**src/rtl/seg_pkg.sv**
```systemverilog
// Shared constants and types for the scanned 7-segment receive path.
// Patterns are active-low, bit6=a .. bit0=g.
package seg_pkg;

    localparam int SEG_A_BIT = 6;
    localparam int SEG_B_BIT = 5;
    localparam int SEG_C_BIT = 4;
    localparam int SEG_D_BIT = 3;
    localparam int SEG_E_BIT = 2;
    localparam int SEG_F_BIT = 1;
    localparam int SEG_G_BIT = 0;

    localparam logic [6:0] SEG_BLANK = 7'h7F;

    localparam logic [6:0] SEG_0 = 7'h01;
    localparam logic [6:0] SEG_1 = 7'h4F;
    localparam logic [6:0] SEG_2 = 7'h12;
    localparam logic [6:0] SEG_3 = 7'h06;
    localparam logic [6:0] SEG_4 = 7'h4C;
    localparam logic [6:0] SEG_5 = 7'h24;
    localparam logic [6:0] SEG_6 = 7'h20;
    localparam logic [6:0] SEG_7 = 7'h0F;
    localparam logic [6:0] SEG_8 = 7'h00;
    localparam logic [6:0] SEG_9 = 7'h04;
    localparam logic [6:0] SEG_HA = 7'h08;
    localparam logic [6:0] SEG_HB = 7'h60;
    localparam logic [6:0] SEG_HC = 7'h31;
    localparam logic [6:0] SEG_HD = 7'h42;
    localparam logic [6:0] SEG_HE = 7'h30;
    localparam logic [6:0] SEG_HF = 7'h38;

    typedef struct packed {
        logic [3:0] value;
        logic       blank;
        logic       err;
    } seg_dec_t;

endpackage

```
**src/rtl/seg_pattern_decode.sv**
```systemverilog
// Combinational active-low 7-segment pattern to hex value decoder.
// Define SEG_SCAN_HEX_AF_EN to accept the A..F glyphs as legal codes.
module seg_pattern_decode
    import seg_pkg::*;
(
    input  logic [6:0] pattern,
    output seg_dec_t   dec
);

    always_comb begin
        // NOTE: default every field first so no path through the case infers a latch.
        dec = '{value: 4'h0, blank: 1'b0, err: 1'b0};
        case (pattern)
            SEG_0:     dec.value = 4'h0;
            SEG_1:     dec.value = 4'h1;
            SEG_2:     dec.value = 4'h2;
            SEG_3:     dec.value = 4'h3;
            SEG_4:     dec.value = 4'h4;
            SEG_5:     dec.value = 4'h5;
            SEG_6:     dec.value = 4'h6;
            SEG_7:     dec.value = 4'h7;
            SEG_8:     dec.value = 4'h8;
            SEG_9:     dec.value = 4'h9;
            SEG_BLANK: dec.blank = 1'b1;
`ifdef SEG_SCAN_HEX_AF_EN
            SEG_HA:    dec.value = 4'hA;
            SEG_HB:    dec.value = 4'hB;
            SEG_HC:    dec.value = 4'hC;
            SEG_HD:    dec.value = 4'hD;
            SEG_HE:    dec.value = 4'hE;
            SEG_HF:    dec.value = 4'hF;
`else
`endif
            default:   dec.err = 1'b1;
        endcase
    end

endmodule

```
**src/rtl/seg_scan_decoder.sv**
```systemverilog
// Recovers per-digit hex values from a multiplexed active-low 7-segment bus,
// committing each digit after STABLE matching samples. Option: SEG_SCAN_HEX_AF_EN.
module seg_scan_decoder
    import seg_pkg::*;
#(
    parameter int NDIG   = 4,
    parameter int STABLE = 4
) (
    input  logic                clk,
    input  logic                rst_n,
    input  logic [NDIG-1:0]     an_n,
    input  logic [6:0]          seg_n,
    output logic [4*NDIG-1:0]   digits_o,
    output logic [NDIG-1:0]     blank_o,
    output logic [NDIG-1:0]     err_o,
    output logic                upd_o,
    output logic [2:0]          upd_idx_o,
    output logic                scan_err_o
);

    localparam int IW = (NDIG > 1) ? $clog2(NDIG) : 1;
    localparam logic [3:0] STABLE_C = 4'(STABLE);

    logic [6:0]    cand   [NDIG];
    logic [3:0]    cnt    [NDIG];
    logic          done   [NDIG];
    logic [3:0]    digit_q[NDIG];

    logic [3:0]    low_cnt;
    logic [IW-1:0] sel;
    logic          valid;
    logic          multi;
    logic          match;
    logic [3:0]    next_cnt;
    logic          commit;
    seg_dec_t      dec;

    seg_pattern_decode u_decode (
        .pattern (seg_n),
        .dec     (dec)
    );

    always_comb begin
        low_cnt = '0;
        sel     = '0;
        for (int i = 0; i < NDIG; i++) begin
            if (!an_n[i]) begin
                low_cnt = low_cnt + 4'd1;
                sel     = IW'(i);
            end
        end
        valid = (low_cnt == 4'd1);
        multi = (low_cnt > 4'd1);
    end

    // A new pattern restarts at 1, so with STABLE=1 the loading sample commits.
    always_comb begin
        match    = (seg_n == cand[sel]);
        next_cnt = !match ? 4'd1 :
                   (cnt[sel] >= STABLE_C) ? STABLE_C : cnt[sel] + 4'd1;
        commit   = valid && (next_cnt == STABLE_C) && (!match || !done[sel]);
    end

    always_ff @(posedge clk) begin
        if (!rst_n) begin
            // NOTE: these per-digit arrays are tiny flop banks whose reset value is
            // functionally required (blank candidate, zero count), so they are reset.
            for (int i = 0; i < NDIG; i++) begin
                cand[i]    <= SEG_BLANK;
                cnt[i]     <= '0;
                done[i]    <= 1'b0;
                digit_q[i] <= '0;
            end
            blank_o    <= '1;
            err_o      <= '0;
            upd_o      <= 1'b0;
            upd_idx_o  <= '0;
            scan_err_o <= 1'b0;
        end else begin
            // NOTE: non-blocking throughout so every register sees pre-edge values.
            upd_o      <= commit;
            scan_err_o <= multi;
            if (valid) begin
                cand[sel] <= seg_n;
                cnt[sel]  <= next_cnt;
                if (!match) begin
                    done[sel] <= 1'b0;
                end
                if (commit) begin
                    done[sel]    <= 1'b1;
                    digit_q[sel] <= dec.value;
                    blank_o[sel] <= dec.blank;
                    err_o[sel]   <= dec.err;
                    upd_idx_o    <= 3'(sel);
                end
            end
        end
    end

    for (genvar g = 0; g < NDIG; g++) begin : g_pack
        assign digits_o[4*g +: 4] = digit_q[g];
    end

endmodule

```
**config.mk**
```make
export PLATFORM = sky130hd
export DESIGN_NAME = seg_scan_decoder
export DESIGN_NICKNAME = d
export VERILOG_FILES = /design/src/rtl/seg_pkg.sv /design/src/rtl/seg_pattern_decode.sv /design/src/rtl/seg_scan_decoder.sv
export SDC_FILE = /design/constraint.sdc
export NUM_CORES = 1
export LEC_CHECK = 0
export BUFFER_PORTS_ARGS = -buffer_cell sky130_fd_sc_hd__buf_2
export CAP_MARGIN = 25
export CORE_AREA = 2 2 98 100
export DETAILED_ROUTE_END_ITERATION = 7
export DIE_AREA = 0 0 100 102
export HOLD_SLACK_MARGIN = 0.03
export PLACE_DENSITY = 0.73
export SLEW_MARGIN = 30
export SYNTH_ARGS = -nofsm -noshare
export SYNTH_HDL_FRONTEND = slang
export SYNTH_SLANG_ARGS = --single-unit
export TNS_END_PERCENT = 30
```
**constraint.sdc**
```tcl
create_clock -name clk -period 5 [get_ports clk]
set_input_delay 1 -clock clk [delete_from_list [all_inputs] [get_ports clk]]
set_output_delay 1 -clock clk [all_outputs]
set_load 0.1 [all_outputs]
```
; Word level (Yosys, flattened, before mapping)
; Memories as Yosys holds them, arrays and structs flattened.
; Index checks and enable logic that the tools add are counted.
; W data, S select, Z words.
[classes]
n_addsub = 4
magnitude_cmp = 4
eq_ne = 13
mux = 41
bitwise = 1
n_reduce_logical = 13
[op_table]
columns = operator, n
row1 = $pmux W4 S9, 1
row2 = $mux W4, 7
row3 = $mux W1, 23
row4 = $eq A7 B7 Y1 const B, 3
row5 = $add A4 B1 Y4 const B, 4
row6 = $eq A7 B3 Y1 const B, 2
row7 = $eq A7 B6 Y1 const B, 2
row8 = $mux W2, 6
row9 = $reduce_or A11 Y1, 1
row10 = $bwmux W4, 2
row11 = $reduce_or A4 Y1, 2
row12 = $eq A7 B1 Y1 const B, 1
row13 = $eq A7 B4 Y1 const B, 1
row14 = $eq A7 B5 Y1 const B, 1
row15 = $eq A7 B7 Y1, 1
row16 = $logic_not A7 Y1, 1
row17 = $mux W7, 1
row18 = $reduce_or A7 Y1, 1
row19 = $eq A4 B1 Y1 const B, 1
row20 = $eq A4 B3 Y1 const B, 1
row21 = $ge A4 B3 Y1 const B, 1
row22 = $gt A4 B1 Y1 const B, 1
row23 = $logic_and A1 B1 Y1, 3
row24 = $lt A2 B3 Y1 const B, 1
row25 = 7 further kinds, 8
[totals]
ff_bits = 12
ramBits = 64
in_bits = 13
output_inout_bits = 29
elab_cells = 85
memories = 4
[mem_list]
columns = name, depth, word_bits, read_ports, rd_clocked_by_memory_dff, wr, line
row1 = cand, 4, 7, 1, 0, 4, seg_scan_decoder.sv:24  ; logic [6:0] cand [NDIG];
row2 = cnt, 4, 4, 1, 0, 4, seg_scan_decoder.sv:25  ; logic [3:0] cnt [NDIG];
row3 = digit_q, 4, 4, 4, 0, 4, seg_scan_decoder.sv:27  ; logic [3:0] digit_q[NDIG];
row4 = done, 4, 1, 1, 0, 4, seg_scan_decoder.sv:26  ; logic done [NDIG];

; Longest topological paths before layout
[logic_depth]
ltp_word = 17
ltp_mapped = 15
mapped_depth_nobuf = 11

; Hierarchy
; From an unflattened synthesis, not the netlist that was laid out.
[unflattened]
hier_cells = 347
area_unflattened_um2 = 3911.3
[modules_own_cells]
columns = module, instances, cells_each, area_each_um2, seq_area_each_um2
row1 = seg_scan_decoder, 1, 320, 3736.1, 2132.0
row2 = seg_pattern_decode, 1, 27, 175.2, 0.0

; Worst setup path after synthesis
; No wires, ideal clock.
[synth_path]
kind = input to register
from = in an_n[1]
to = mem cand[0][0] (enable)
arrival_ps = 4303
t_required_ps = 4606
path_slack_ps = 303
path_stages = 13
path_buffers = 4
path_cell_list = buf_2 > buf_6 > inv_1 > ha_1 > nand2b_1 > and2_1 > ha_1 > or4b_1 > o32a_2 > a21o_1 > buf_6 > clkbuf_1 > o21ai_0
[synth_lines]
columns = item, line
row1 = from (decl), seg_scan_decoder.sv:11  ; input logic [NDIG-1:0] an_n,
row2 = to (decl), seg_scan_decoder.sv:24

==> results by group <==
Run status
  – Outcome: finished, final reports clean

Setup path
  – CP Launch Type: primary input
  – Critical setup path kind: primary input to flip-flop
  – Worst endpoint required time: 4990 ps
  – Critical path data arrival time: 4030 ps
  – Crit end category: flip-flop
  – Crit-path max FO: 16

Routing
  – DR WL/cell: 18.9 um
  – ANT nets after route: 0
  – Detailed-route via count: 3027
  – DRT Pass-1 Iters: 4
  – DRC: 0
  – Final WL: 9.70 mm
  – Initial DRC Count: 219
  – Via density: 5.89

Clock tree
  – H-tree levels: 3
  – Cts bufs inserted: 9
  – CTS max path bufs: 2
  – Root Buffer: clkbuf_8
  – Clock sink total: 76
  – CTS resizes: 0
  – Setup Fix Bufs, Post-CTS: 0
  – Clock latency at the later pin of the worst-skew pair: 350 ps
  – CTS Hold Bufs: 0
  – CTS tree: yes
  – Clock transition at the registers of the reported paths: 80 ps

Placed design
  – Detail Placement HPWL: 6.88 mm
  – Pre-CTS setup slack: 663 ps
  – Routability cong.: 0.822
  – IO buf count: 40
  – Post-place instance area: 4240 um2
  – Dpl cells: 498

Layout
  – Final #Nets: 415
  – Non-filler instance count after layout: 514
  – Final Core Density: 49.1%
  – Area delta synth->final: 12.0%
  – Layout cells sized above 1: 18.9%
  – Antenna diode count: 0
  – Area occupied by multi-input gates: 1650 um2
  – Fill count: 836
  – Design Area, Final: 4470 um2
  – FF+latch area: 2130 um2

Power and ir drop
  – VDD IR max: 129 uV
  – Pwr per Cell Area: 333 nW/um2
  – Pint: 1.08 mW
  – Comb power frac: 16.1%
  – Switching Power: 412 uW
  – Final Power: 1.49 mW
  – Clock Power Share: 35.1%
  – Switching Share: 27.7%
  – Leakage power: 1.62 nW
  – Seq pwr share: 48.8%

Timing
  – Slew Limit Fails: 0
  – Min Tclk post-route: 4040 ps
  – Worst-Margin Slew: 843 ps
  – Fin Hold WS: 481 ps
  – Hold Fails Final Rpt: 0
  – Final setup viols: 0
  – F_max: 248 MHz
  – Period utilization: 80.8%
  – Relative slew slack: 43.2%
  – Unrepaired setup endpoints after global routing: false
  – Clock Skew: 7.02 ps
  – Setup tns final: 0 ps
  – Fin worst setup slack: 960 ps

Hold path
  – Tightest Hold Check Type: flip-flop to flip-flop

Floorplan
  – Chip height: 102 um
  – Rows: 35
  – Number of I/O pins: 42
  – Die footprint: 10200 um2
  – Initial Util: 43.8%
  – Core area: 9110 um2
  – Die span in x: 100 um

Run
  – Maximum capacitance violations: 0

Logic synthesis
  – Post-synth EDFFs: 61
  – Synth warnings: 0
  – #FFs+latches synth: 76
  – Synth cell types: 66
  – Sequential area share after synthesis: 53.4%
  – Cell area after synthesis: 3990 um2
  – Top post-synthesis cells by area: edfxtp_1 (46%), dfxtp_1 (7.5%), or3_1 (3.8%), nor3_1 (2.8%), mux2i_1 (2.3%)
  – Cell count after synthesis: 365
  – Post-synth top flop: edfxtp_1
  – Post-synth ARST share: 0%
  – Post-synth top cells: edfxtp_1 (61), or3_1 (24), nor3_1 (22), nor2_1 (19)
  – Synth top area share: 45.9%
  – Most frequent cell after synthesis: edfxtp_1
  – Syn Area/Cell: 10.9 um2
  – Post-synth top area cell: edfxtp_1

GRT
  – Global Route Usage Sum: 20.1%
  – Largest net degree at the start of global routing: 37
  – First-pass GRT wire length: 15.5 mm
  – Antenna violations before repair: 0
  – GR Overflow Total: 0
  – Number of global-route vias before repair: 3000
## registers in the layout (all words and copies together), names as in the netlist
signal	count
cnt	16
done	4
upd_o	1
scan_err_o	1
upd_idx_o	2
digit_q	16
cand	28
err_o	4
blank_o	4
## path summary, 6_finish.rpt
check	to	slack (ps)	start	cells past startpoint
setup / recovery	digit_q[0][1]$_SDFFCE_PN0P_	960	an_n[1]	11
hold / removal	err_o[3]$_SDFFE_PN0P_	480	err_o[3]$_SDFFE_PN0P_	2
setup reg to reg	digit_q[0][1]$_SDFFCE_PN0P_	1670	cnt[0][0]$_SDFFCE_PN0P_	9
hold reg to reg	err_o[3]$_SDFFE_PN0P_	480	err_o[3]$_SDFFE_PN0P_	2
## routing by layer
| metal | global-route usage [%] | wire [um] |
|---|---|---|
| met1 | 24.3 | 3920 |
| met2 | 35.1 | 4970 |
| met3 | 4.65 | 545 |
| met4 | 7.80 | 256 |
| met5 | 0 | 0 |
## layout by cell type (no fill, tap or decap), drive strengths merged, types with 3 or more instances in the layout
cell	instances
buf	48
o22a	3
a21oi	9
xor2	4
nor2	19
nor3	22
inv	16
or2	4
nor4	14
conb	5
nor3b	4
o21ai	13
nand4	3
nand2b	5
a211oi	5
clkinv	4
a31oi	4
o22ai	3
dfxtp	15
a21o	5
o31ai	5
nand3b	3
nand3	8
a2bb2oi	3
xnor2	10
edfxtp	61
and2	5
nor2b	3
mux2i	9
a311oi	3
nor4bb	3
or3	24
clkbuf	10
ha	4
nand2	16
## kinds of logic (layout without fill, tap and decap cells)
logic type / count (synthesis) / count (layout) / share of synthesized area [%]
AOI/OAI and AO/OA: 67 / 67 / 12.6
xor gates and xnor gates: 14 / 14 / 3.07
adders and majority gates: 4 / 4 / 1.25
buffers and inverters: 46 / 80 / 5.55
DFF: 76 / 76 / 53.4
muxes: 10 / 10 / 2.54
other: 1 / 5 / 0.0940
and+or+nand+nor: 147 / 147 / 21.5
## critical path, stage by stage
cell and delay (ps):
buf_2 90, buf_4 250, mux2i_1 340, a211oi_1 120, a21o_1 190, ha_1 330, nand3b_1 210, a211oi_1 340
a2bb2oi_1 350, nand4b_1 180, o21ai_0 630
## power by group through the flow
| stage | clock (mW) | sequential [mW] | combinational (mW) |
|---|---|---|---|
| 6_report | 0.522 | 0.726 | 0.239 |
| 5_1_grt | 0.552 | 0.729 | 0.258 |
| 4_1_cts | 0.530 | 0.726 | 0.237 |
| 3_5_place_dp | 0 | 0.741 | 0.236 |
| 3_3_place_gp | 0 | 0.740 | 0.232 |
| 2_1_floorplan | 0 | 0.783 | 0.141 |
## cell type report
type                       instances  area share, %
multi-input combinational        247           37.0
clock inverter                     6           1.96
inverter                          16           1.34
sequential                        76           47.7
clock buffer                      10           3.08
timing repair buffer              48           5.82
tap                              111           3.11
No activity file was read; power rests on OpenSTA's default activity.
